### config.mk
export PLATFORM = sky130hd
export DESIGN_NAME = decode_stage
export DESIGN_NICKNAME = d
export VERILOG_FILES = /design/src/rtl/decode_stage.sv
export SDC_FILE = /design/constraint.sdc
export NUM_CORES = 1
export LEC_CHECK = 0
export ABC_AREA = 0
export CORE_MARGIN = 5
export CORE_UTILIZATION = 25
export CTS_CLUSTER_DIAMETER = 50
export CTS_CLUSTER_SIZE = 40
export DETAILED_ROUTE_END_ITERATION = 6
export PLACE_DENSITY = 0.53
export SETUP_SLACK_MARGIN = 0.3
export SYNTH_ARGS = -nofsm -noshare
export SYNTH_HDL_FRONTEND = slang
export SYNTH_SLANG_ARGS = --single-unit
export TNS_END_PERCENT = 5
### constraint.sdc
create_clock -name clk -period 1.8 [get_ports clk]
set_input_delay 0.36 -clock clk [delete_from_list [all_inputs] [get_ports clk]]
set_output_delay 0.36 -clock clk [all_outputs]
set_load 0.005 [all_outputs]
### src/rtl/decode_stage.sv
// decode_stage: registered RV32I instruction-decode stage between fetch and execute.
//   Decodes opcode/funct3/funct7 into the execute control bundle, flags illegal
//   encodings and parks in TRAP until the hazard/branch unit flushes.
//   No X is ever driven on don't-care fields; unused controls are 0.
//
// Optional feature macro: DECODE_M_EXT_EN
//   defined   -> OP with funct7=0000001 decodes MUL..REMU (alu 16+funct3)
//   undefined -> that encoding is illegal
//
// Ports:
//   clk, rst_n             clock (rising edge), synchronous active-low reset
//   in_valid/in_ready      fetch handshake; in_instr, in_pc payload
//   flush                  kill registered entry, return to RUN
//   out_valid/out_ready    execute handshake
//   out_pc, out_instr      registered PC and instruction word
//   out_rd/rs1/rs2         register indices
//   out_alu_ctrl           ALU op (ADD=0..AND=9, EQ=10..GEU=15, M ops 16..23)
//   out_alu_srca           0 RRD1, 1 PC, 2 ZERO
//   out_alu_srcb           0 RRD2, 1 IMM
//   out_dataout_src        0 ALUY, 1 MEM, 2 PC4
//   out_regwe, out_mem_we, out_mem_re, out_mem_size
//   out_branch, out_jalr, out_jump, out_illegal
//   trap_pending           stage is in TRAP
module decode_stage #(
  parameter int unsigned XLEN      = 32,
  parameter int unsigned ALUCTRL_W = 5
) (
  input  logic                 clk,
  input  logic                 rst_n,
  input  logic                 in_valid,
  output logic                 in_ready,
  input  logic [31:0]          in_instr,
  input  logic [XLEN-1:0]      in_pc,
  input  logic                 flush,
  output logic                 out_valid,
  input  logic                 out_ready,
  output logic [XLEN-1:0]      out_pc,
  output logic [31:0]          out_instr,
  output logic [4:0]           out_rd,
  output logic [4:0]           out_rs1,
  output logic [4:0]           out_rs2,
  output logic [ALUCTRL_W-1:0] out_alu_ctrl,
  output logic [1:0]           out_alu_srca,
  output logic [1:0]           out_alu_srcb,
  output logic [2:0]           out_dataout_src,
  output logic                 out_regwe,
  output logic                 out_mem_we,
  output logic                 out_mem_re,
  output logic [2:0]           out_mem_size,
  output logic                 out_branch,
  output logic                 out_jalr,
  output logic                 out_jump,
  output logic                 out_illegal,
  output logic                 trap_pending
);

  localparam logic [6:0] OPC_LUI    = 7'b0110111;
  localparam logic [6:0] OPC_AUIPC  = 7'b0010111;
  localparam logic [6:0] OPC_JAL    = 7'b1101111;
  localparam logic [6:0] OPC_JALR   = 7'b1100111;
  localparam logic [6:0] OPC_BRANCH = 7'b1100011;
  localparam logic [6:0] OPC_LOAD   = 7'b0000011;
  localparam logic [6:0] OPC_STORE  = 7'b0100011;
  localparam logic [6:0] OPC_OPIMM  = 7'b0010011;
  localparam logic [6:0] OPC_OP     = 7'b0110011;

  localparam logic [6:0] F7_BASE = 7'b0000000;
  localparam logic [6:0] F7_ALT  = 7'b0100000;

  localparam logic [1:0] SRCA_RRD1 = 2'd0;
  localparam logic [1:0] SRCA_PC   = 2'd1;
  localparam logic [1:0] SRCA_ZERO = 2'd2;
  localparam logic [1:0] SRCB_RRD2 = 2'd0;
  localparam logic [1:0] SRCB_IMM  = 2'd1;
  localparam logic [2:0] DOUT_ALUY = 3'd0;
  localparam logic [2:0] DOUT_MEM  = 3'd1;
  localparam logic [2:0] DOUT_PC4  = 3'd2;

  localparam logic [ALUCTRL_W-1:0] ALU_ADD  = ALUCTRL_W'(0);
  localparam logic [ALUCTRL_W-1:0] ALU_SUB  = ALUCTRL_W'(1);
  localparam logic [ALUCTRL_W-1:0] ALU_SLL  = ALUCTRL_W'(2);
  localparam logic [ALUCTRL_W-1:0] ALU_SLT  = ALUCTRL_W'(3);
  localparam logic [ALUCTRL_W-1:0] ALU_SLTU = ALUCTRL_W'(4);
  localparam logic [ALUCTRL_W-1:0] ALU_XOR  = ALUCTRL_W'(5);
  localparam logic [ALUCTRL_W-1:0] ALU_SRL  = ALUCTRL_W'(6);
  localparam logic [ALUCTRL_W-1:0] ALU_SRA  = ALUCTRL_W'(7);
  localparam logic [ALUCTRL_W-1:0] ALU_OR   = ALUCTRL_W'(8);
  localparam logic [ALUCTRL_W-1:0] ALU_AND  = ALUCTRL_W'(9);
  localparam logic [ALUCTRL_W-1:0] ALU_EQ   = ALUCTRL_W'(10);
  localparam logic [ALUCTRL_W-1:0] ALU_NE   = ALUCTRL_W'(11);
  localparam logic [ALUCTRL_W-1:0] ALU_LT   = ALUCTRL_W'(12);
  localparam logic [ALUCTRL_W-1:0] ALU_GE   = ALUCTRL_W'(13);
  localparam logic [ALUCTRL_W-1:0] ALU_LTU  = ALUCTRL_W'(14);
  localparam logic [ALUCTRL_W-1:0] ALU_GEU  = ALUCTRL_W'(15);
`ifdef DECODE_M_EXT_EN
  localparam logic [ALUCTRL_W-1:0] ALU_MUL  = ALUCTRL_W'(16);
  localparam logic [6:0]           F7_MEXT  = 7'b0000001;
`endif

  typedef enum logic {S_RUN, S_TRAP} state_t;

  typedef struct packed {
    logic [ALUCTRL_W-1:0] alu_ctrl;
    logic [1:0]           alu_srca;
    logic [1:0]           alu_srcb;
    logic [2:0]           dataout_src;
    logic                 regwe;
    logic                 mem_we;
    logic                 mem_re;
    logic [2:0]           mem_size;
    logic                 branch;
    logic                 jalr;
    logic                 jump;
    logic                 illegal;
  } ctrl_t;

  state_t          state_q, state_d;
  ctrl_t           dec_c, ctrl_q;
  logic            bad_c;
  logic            accept_c;
  logic            valid_q;
  logic [XLEN-1:0] pc_q;
  logic [31:0]     instr_q;
  logic [6:0]      opcode_c;
  logic [2:0]      f3_c;
  logic [6:0]      f7_c;

  assign opcode_c = in_instr[6:0];
  assign f3_c     = in_instr[14:12];
  assign f7_c     = in_instr[31:25];

  // Register-register / register-immediate ALU op; alt selects SRA over SRL
  function automatic logic [ALUCTRL_W-1:0] base_alu(input logic [2:0] f3, input logic alt);
    case (f3)
      3'd0:    base_alu = ALU_ADD;
      3'd1:    base_alu = ALU_SLL;
      3'd2:    base_alu = ALU_SLT;
      3'd3:    base_alu = ALU_SLTU;
      3'd4:    base_alu = ALU_XOR;
      3'd5:    base_alu = alt ? ALU_SRA : ALU_SRL;
      3'd6:    base_alu = ALU_OR;
      default: base_alu = ALU_AND;
    endcase
  endfunction

  // A new entry may enter when the output slot is free or being drained
  assign in_ready = (state_q == S_RUN) && !flush && (!valid_q || out_ready);
  assign accept_c = in_valid && in_ready;

  // Combinational decode of the incoming instruction
  always_comb begin
    dec_c = '0;
    bad_c = 1'b0;
    case (opcode_c)
      OPC_LUI, OPC_AUIPC: begin
        dec_c.alu_srca    = (opcode_c == OPC_LUI) ? SRCA_ZERO : SRCA_PC;
        dec_c.alu_srcb    = SRCB_IMM;
        dec_c.alu_ctrl    = ALU_ADD;
        dec_c.dataout_src = DOUT_ALUY;
        dec_c.regwe       = 1'b1;
      end
      OPC_JAL, OPC_JALR: begin
        dec_c.dataout_src = DOUT_PC4;
        dec_c.regwe       = 1'b1;
        dec_c.jump        = 1'b1;
        dec_c.jalr        = (opcode_c == OPC_JALR);
        if (opcode_c == OPC_JALR && f3_c != 3'd0) bad_c = 1'b1;
      end
      OPC_BRANCH: begin
        dec_c.alu_srca = SRCA_RRD1;
        dec_c.alu_srcb = SRCB_RRD2;
        dec_c.branch   = 1'b1;
        case (f3_c)
          3'd0:    dec_c.alu_ctrl = ALU_EQ;
          3'd1:    dec_c.alu_ctrl = ALU_NE;
          3'd4:    dec_c.alu_ctrl = ALU_LT;
          3'd5:    dec_c.alu_ctrl = ALU_GE;
          3'd6:    dec_c.alu_ctrl = ALU_LTU;
          3'd7:    dec_c.alu_ctrl = ALU_GEU;
          default: bad_c = 1'b1;
        endcase
      end
      OPC_LOAD: begin
        dec_c.alu_srca    = SRCA_RRD1;
        dec_c.alu_srcb    = SRCB_IMM;
        dec_c.alu_ctrl    = ALU_ADD;
        dec_c.mem_re      = 1'b1;
        dec_c.regwe       = 1'b1;
        dec_c.dataout_src = DOUT_MEM;
        dec_c.mem_size    = f3_c;
        if (f3_c == 3'd3 || f3_c == 3'd6 || f3_c == 3'd7) bad_c = 1'b1;
      end
      OPC_STORE: begin
        dec_c.alu_srca = SRCA_RRD1;
        dec_c.alu_srcb = SRCB_IMM;
        dec_c.alu_ctrl = ALU_ADD;
        dec_c.mem_we   = 1'b1;
        dec_c.mem_size = f3_c;
        if (f3_c > 3'd2) bad_c = 1'b1;
      end
      OPC_OPIMM: begin
        dec_c.alu_srca    = SRCA_RRD1;
        dec_c.alu_srcb    = SRCB_IMM;
        dec_c.dataout_src = DOUT_ALUY;
        dec_c.regwe       = 1'b1;
        dec_c.alu_ctrl    = base_alu(f3_c, f7_c == F7_ALT);
        // Only the shift immediates constrain funct7
        if (f3_c == 3'd1 && f7_c != F7_BASE) bad_c = 1'b1;
        if (f3_c == 3'd5 && f7_c != F7_BASE && f7_c != F7_ALT) bad_c = 1'b1;
      end
      OPC_OP: begin
        dec_c.alu_srca    = SRCA_RRD1;
        dec_c.alu_srcb    = SRCB_RRD2;
        dec_c.dataout_src = DOUT_ALUY;
        dec_c.regwe       = 1'b1;
        case (f7_c)
          F7_BASE: dec_c.alu_ctrl = base_alu(f3_c, 1'b0);
          F7_ALT: begin
            if (f3_c == 3'd0)      dec_c.alu_ctrl = ALU_SUB;
            else if (f3_c == 3'd5) dec_c.alu_ctrl = ALU_SRA;
            else                   bad_c = 1'b1;
          end
`ifdef DECODE_M_EXT_EN
          F7_MEXT: dec_c.alu_ctrl = ALU_MUL + ALUCTRL_W'(f3_c);
`endif
          default: bad_c = 1'b1;
        endcase
      end
      default: bad_c = 1'b1;
    endcase
    if (in_instr[1:0] != 2'b11) bad_c = 1'b1;
    // Illegal entries carry no side effects downstream
    if (bad_c) begin
      dec_c         = '0;
      dec_c.illegal = 1'b1;
    end
  end

  // FSM state register
  always_ff @(posedge clk) begin
    if (!rst_n) state_q <= S_RUN;
    else        state_q <= state_d;
  end

  // FSM next state: flush wins, an accepted illegal entry traps
  always_comb begin
    state_d = state_q;
    if (flush)                        state_d = S_RUN;
    else if (accept_c && dec_c.illegal) state_d = S_TRAP;
  end

  // Output entry register: flush > accept > consume
  always_ff @(posedge clk) begin
    if (!rst_n) begin
      valid_q <= 1'b0;
      pc_q    <= '0;
      instr_q <= '0;
      ctrl_q  <= '0;
    end else if (flush) begin
      valid_q <= 1'b0;
    end else if (accept_c) begin
      valid_q <= 1'b1;
      pc_q    <= in_pc;
      instr_q <= in_instr;
      ctrl_q  <= dec_c;
    end else if (out_ready) begin
      valid_q <= 1'b0;
    end
  end

  assign out_valid       = valid_q;
  assign out_pc          = pc_q;
  assign out_instr       = instr_q;
  assign out_rd          = instr_q[11:7];
  assign out_rs1         = instr_q[19:15];
  assign out_rs2         = instr_q[24:20];
  assign out_alu_ctrl    = ctrl_q.alu_ctrl;
  assign out_alu_srca    = ctrl_q.alu_srca;
  assign out_alu_srcb    = ctrl_q.alu_srcb;
  assign out_dataout_src = ctrl_q.dataout_src;
  assign out_regwe       = ctrl_q.regwe;
  assign out_mem_we      = ctrl_q.mem_we;
  assign out_mem_re      = ctrl_q.mem_re;
  assign out_mem_size    = ctrl_q.mem_size;
  assign out_branch      = ctrl_q.branch;
  assign out_jalr        = ctrl_q.jalr;
  assign out_jump        = ctrl_q.jump;
  assign out_illegal     = ctrl_q.illegal;
  assign trap_pending    = (state_q == S_TRAP);

endmodule

==> impl_results.md <==
- Status: finished, final reports clean
- Worst path buffer plus inverter count: 2
- Layout cell share with drive strength beyond 1: 16.72%
- LEAKAGE: 2.319 nW
- DP Cell Count: 783
- Hold Violations, Final: 0
- Mapped cell area: 3505 µm²
- Rows: 43
- P&R area growth vs syn: 72.22%
- Final WL: 12200 µm
- Gp weighted congestion: 0.8308
- Clock-pin slew on the worst setup and hold paths: 60 ps
- Post-route minimum period: 1742 ps
- Die Y: 128.4 µm
- Fillers: 1359
- CP endpoint: out_jalr
- WL per Instance: 15.10 µm
- Critical Path RT: 2080 ps
- GR Util All Layers: 14.56%
- Synth Register Bits: 85
- # IOs: 173
- Power Density: 826.1 nW/µm²
- Cell count along the critical path: 8
- 1st-iter DRT viols: 229
- Reg-to-reg setup timing slack: 230 ps
- # setup viols final: 0
- N_diodes: 0
- Slowest cell on the critical path: or4b_4
- Antenna violations before repair: 0
- EDFF count, synth: 0
- Clock Latency Late Sink: 340 ps
- Syn avg cell area: 8.001 µm²
- Die Wd: 128.4 µm
- Pre-antenna DRT Iters: 4
- Reg-to-reg critical path startpoint: trap_pending
- CP startpoint: in_instr[12]
- Fin cells: 808
- CTS tree: done
- Total CTS buffers: 9
- Setup CP Type: in -> reg
- CP max FO: 8
- WL met1: 4783 µm
- Setup_tns: 0 ps
- Nets@finish: 692
- Sequential area share after synthesis: 48.55%
- Grt ovf: 0
- Initial core utilization: 25.35%
- H-tree Lvls: 3
- Max Cap Viol: 0
- Met3 wire length: 1175 µm
- HPWL after DPL: 9075 µm
- Cells after Synth: 438
- Reg2reg end: out_jalr
- Buffers on Ports: 169
- CTS Hold Buffers Added: 0
- Clock Skew: 4.920 ps
- Slew @ Worst Pin: 557.0 ps
- Die Area: 16490 µm²
- DRT antenna net count: 0
- Pin count of the biggest net entering global routing: 52
- WL met2: 5983 µm
- Final Cycle Share: 96.79%
- Synth unique cells: 49
- CORE AREA: 13830 µm²
- Critical path's largest stage delay: 520 ps
- Top delay family on crit path: simple AND/OR/NAND/NOR gates
- Final max-slew violation count: 0
- Detailed-route via count: 3664
- Global-route wire length before repair: 18930 µm
- Crit. End Element: register
- RSZ-0062 raised after global routing: true
- Critical Path AT: 2030 ps
- Yosys top cell area share: 48.55%
- Post-synth top flop: dfxtp_1
- Vias in the first global route: 3653
- Yosys warnings: 0
- Clk Tree Root Cell: clkbuf_16
- Post-route DRC: 0
- Synth top area cells: dfxtp_1 (49%), nand2_1 (16%), a21oi_1 (11%)
- FF-to-FF path depth: 7
- Clk sinks: 85
- Post-synth top area cell: dfxtp_1
- Highest metal used: met4
- Max-slew headroom: 62.86%
- Startpoint class of the critical path: input port
- Longest Clk Path Bufs: 2
- Asr flop ratio synth: 0%
- IR Drop Worst-Case VDD: 515.6 µV
- Worst Hold Class: in -> reg
- Vias per inst: 4.535
- Worst path cell trace: clkdlybuf4s15_1, or4b_4, o2111ai_2, a21oi_2, nor3_2, buf_4, and4bb_2, a22o_1
- Max Fclk: 574.0 MHz
## how the worst min path moves through the flow
stage | start | endpoint | slack [ps] | cells past startpoint
finish | in_instr[26] | out_instr[26] | 250 | 3
floorplan | out_mem_we | out_mem_we | 430 | 2
detailed placement | out_mem_we | out_mem_we | 440 | 2
global placement | out_mem_we | out_mem_we | 430 | 2
global route | in_instr[27] | out_instr[27] | 250 | 3
CTS | in_instr[26] | out_instr[26] | 230 | 3
## registers in the layout, summed over array words and instances (netlist names), 2 cells and up
name and count:
out_alu_ctrl 4, out_instr 32, out_alu_srca 2, out_dataout_src 2
out_mem_size 3, out_pc 32
## cell usage after synthesis, drive strengths merged, types with 2 or more instances
cell     count
or4          2
a32o         3
nor2        11
clkbuf      21
nand3b       2
o311ai       2
and2         3
o21ai        9
o21a         2
and4bb       2
dfxtp       85
nor3         3
inv          5
nor2b        3
a21oi       74
a21boi       2
and3         4
nor4b        2
nand3        6
a21o         3
buf         27
nand2      145
a22o         4
nand2b       2
o2111ai      2
## layout by cell type, fill, tap and decap left out, drive strengths merged, types with 2 or more instances in the layout
cell	count
a22o	4
a21boi	2
buf	57
clkdlybuf4s15	2
clkinv	2
o311ai	2
nand3b	2
o21a	2
or4	2
clkbuf	15
nor3	3
clkdlybuf4s50	151
dlygate4sd2	2
and2	3
o2111ai	2
dfxtp	85
conb	3
nand2	145
a32o	3
nor2b	3
nand3	6
a21o	3
nand2b	2
inv	4
o21ai	9
and3	4
a21oi	74
nor4b	2
and4bb	2
bufinv	4
dlymetal6s2s	3
nor2	11
## stage by stage
step | power, mW | cell area, µm² | util, % | worst slack (ps) | hold WS, ps
final | 4.986 | 6036 | 43.65 | 57.83 | 254.9
after CTS | 5.071 | 5977 | 43.23 | 78.35 | 232.8
after detailed placement | 2.733 | 5520 | 39.92 | -657.5 | 441.6
after global routing | 5.223 | 6036 | 43.65 | 29.82 | 248.2
after global placement | 2.725 | 5520 | 39.92 | -655.3 | 433.5
after floorplan | 2.287 | 3518 | - | -46.89 | 434.5
## report_power, final
part	leakage (nW)	internal, mW	total (mW)	switching [mW]
combinational	1.44	0.411	0.715	0.304
sequential	0.693	1.95	1.99	0.0404
clock	0.183	1.53	2.28	0.744
total	2.32	3.90	4.99	1.09
## worst register-to-register path, delay by kind of cell (launching register included)
kind                   cells  cell delay (ps)
DFF                        1              330
buffers and inverters      1              190
AOI/OAI and AO/OA          1              130
and+or+nand+nor            5              850
## routing by layer
layer	vias to the layer above	global-route usage [%]
met5	-	0
met4	0	4.806
met3	23	6.476
met2	151	25.07
met1	1679	16.04
li1	1811	-
## logic make-up (layout without fill, tap and decap cells)
logic type / Yosys count / in the layout / share of synthesized area [%]
xor+xnor: 1 / 1 / 0.2500
simple gates: 191 / 191 / 24.46
flops: 85 / 85 / 48.55
compound gates: 106 / 106 / 18.07
buf+inv: 53 / 241 / 8.283
other cells: 1 / 3 / 0.1070
mux: 1 / 1 / 0.2856
## cell type report
type	instances	area (µm²)	area share [%]
Clock buffer	10	239.0	3.959
Clock inverter	6	133.9	2.218
Inverter	5	22.52	0.3731
Multi-Input combinational cell	302	1600	26.51
Sequential cell	85	1704	28.23
Tap cell	180	225.2	3.731
Timing Repair Buffer	220	2111	34.97
## what timing repair did
item / in CTS / in global routing
setup buffers: 5 / 4
gates cloned: 0 / 0
setup endpoints to repair: 170 / 184
gates resized for setup: 48 / 29
pin swaps: 10 / 6
Note: power is estimated with default switching activity, not from simulation.
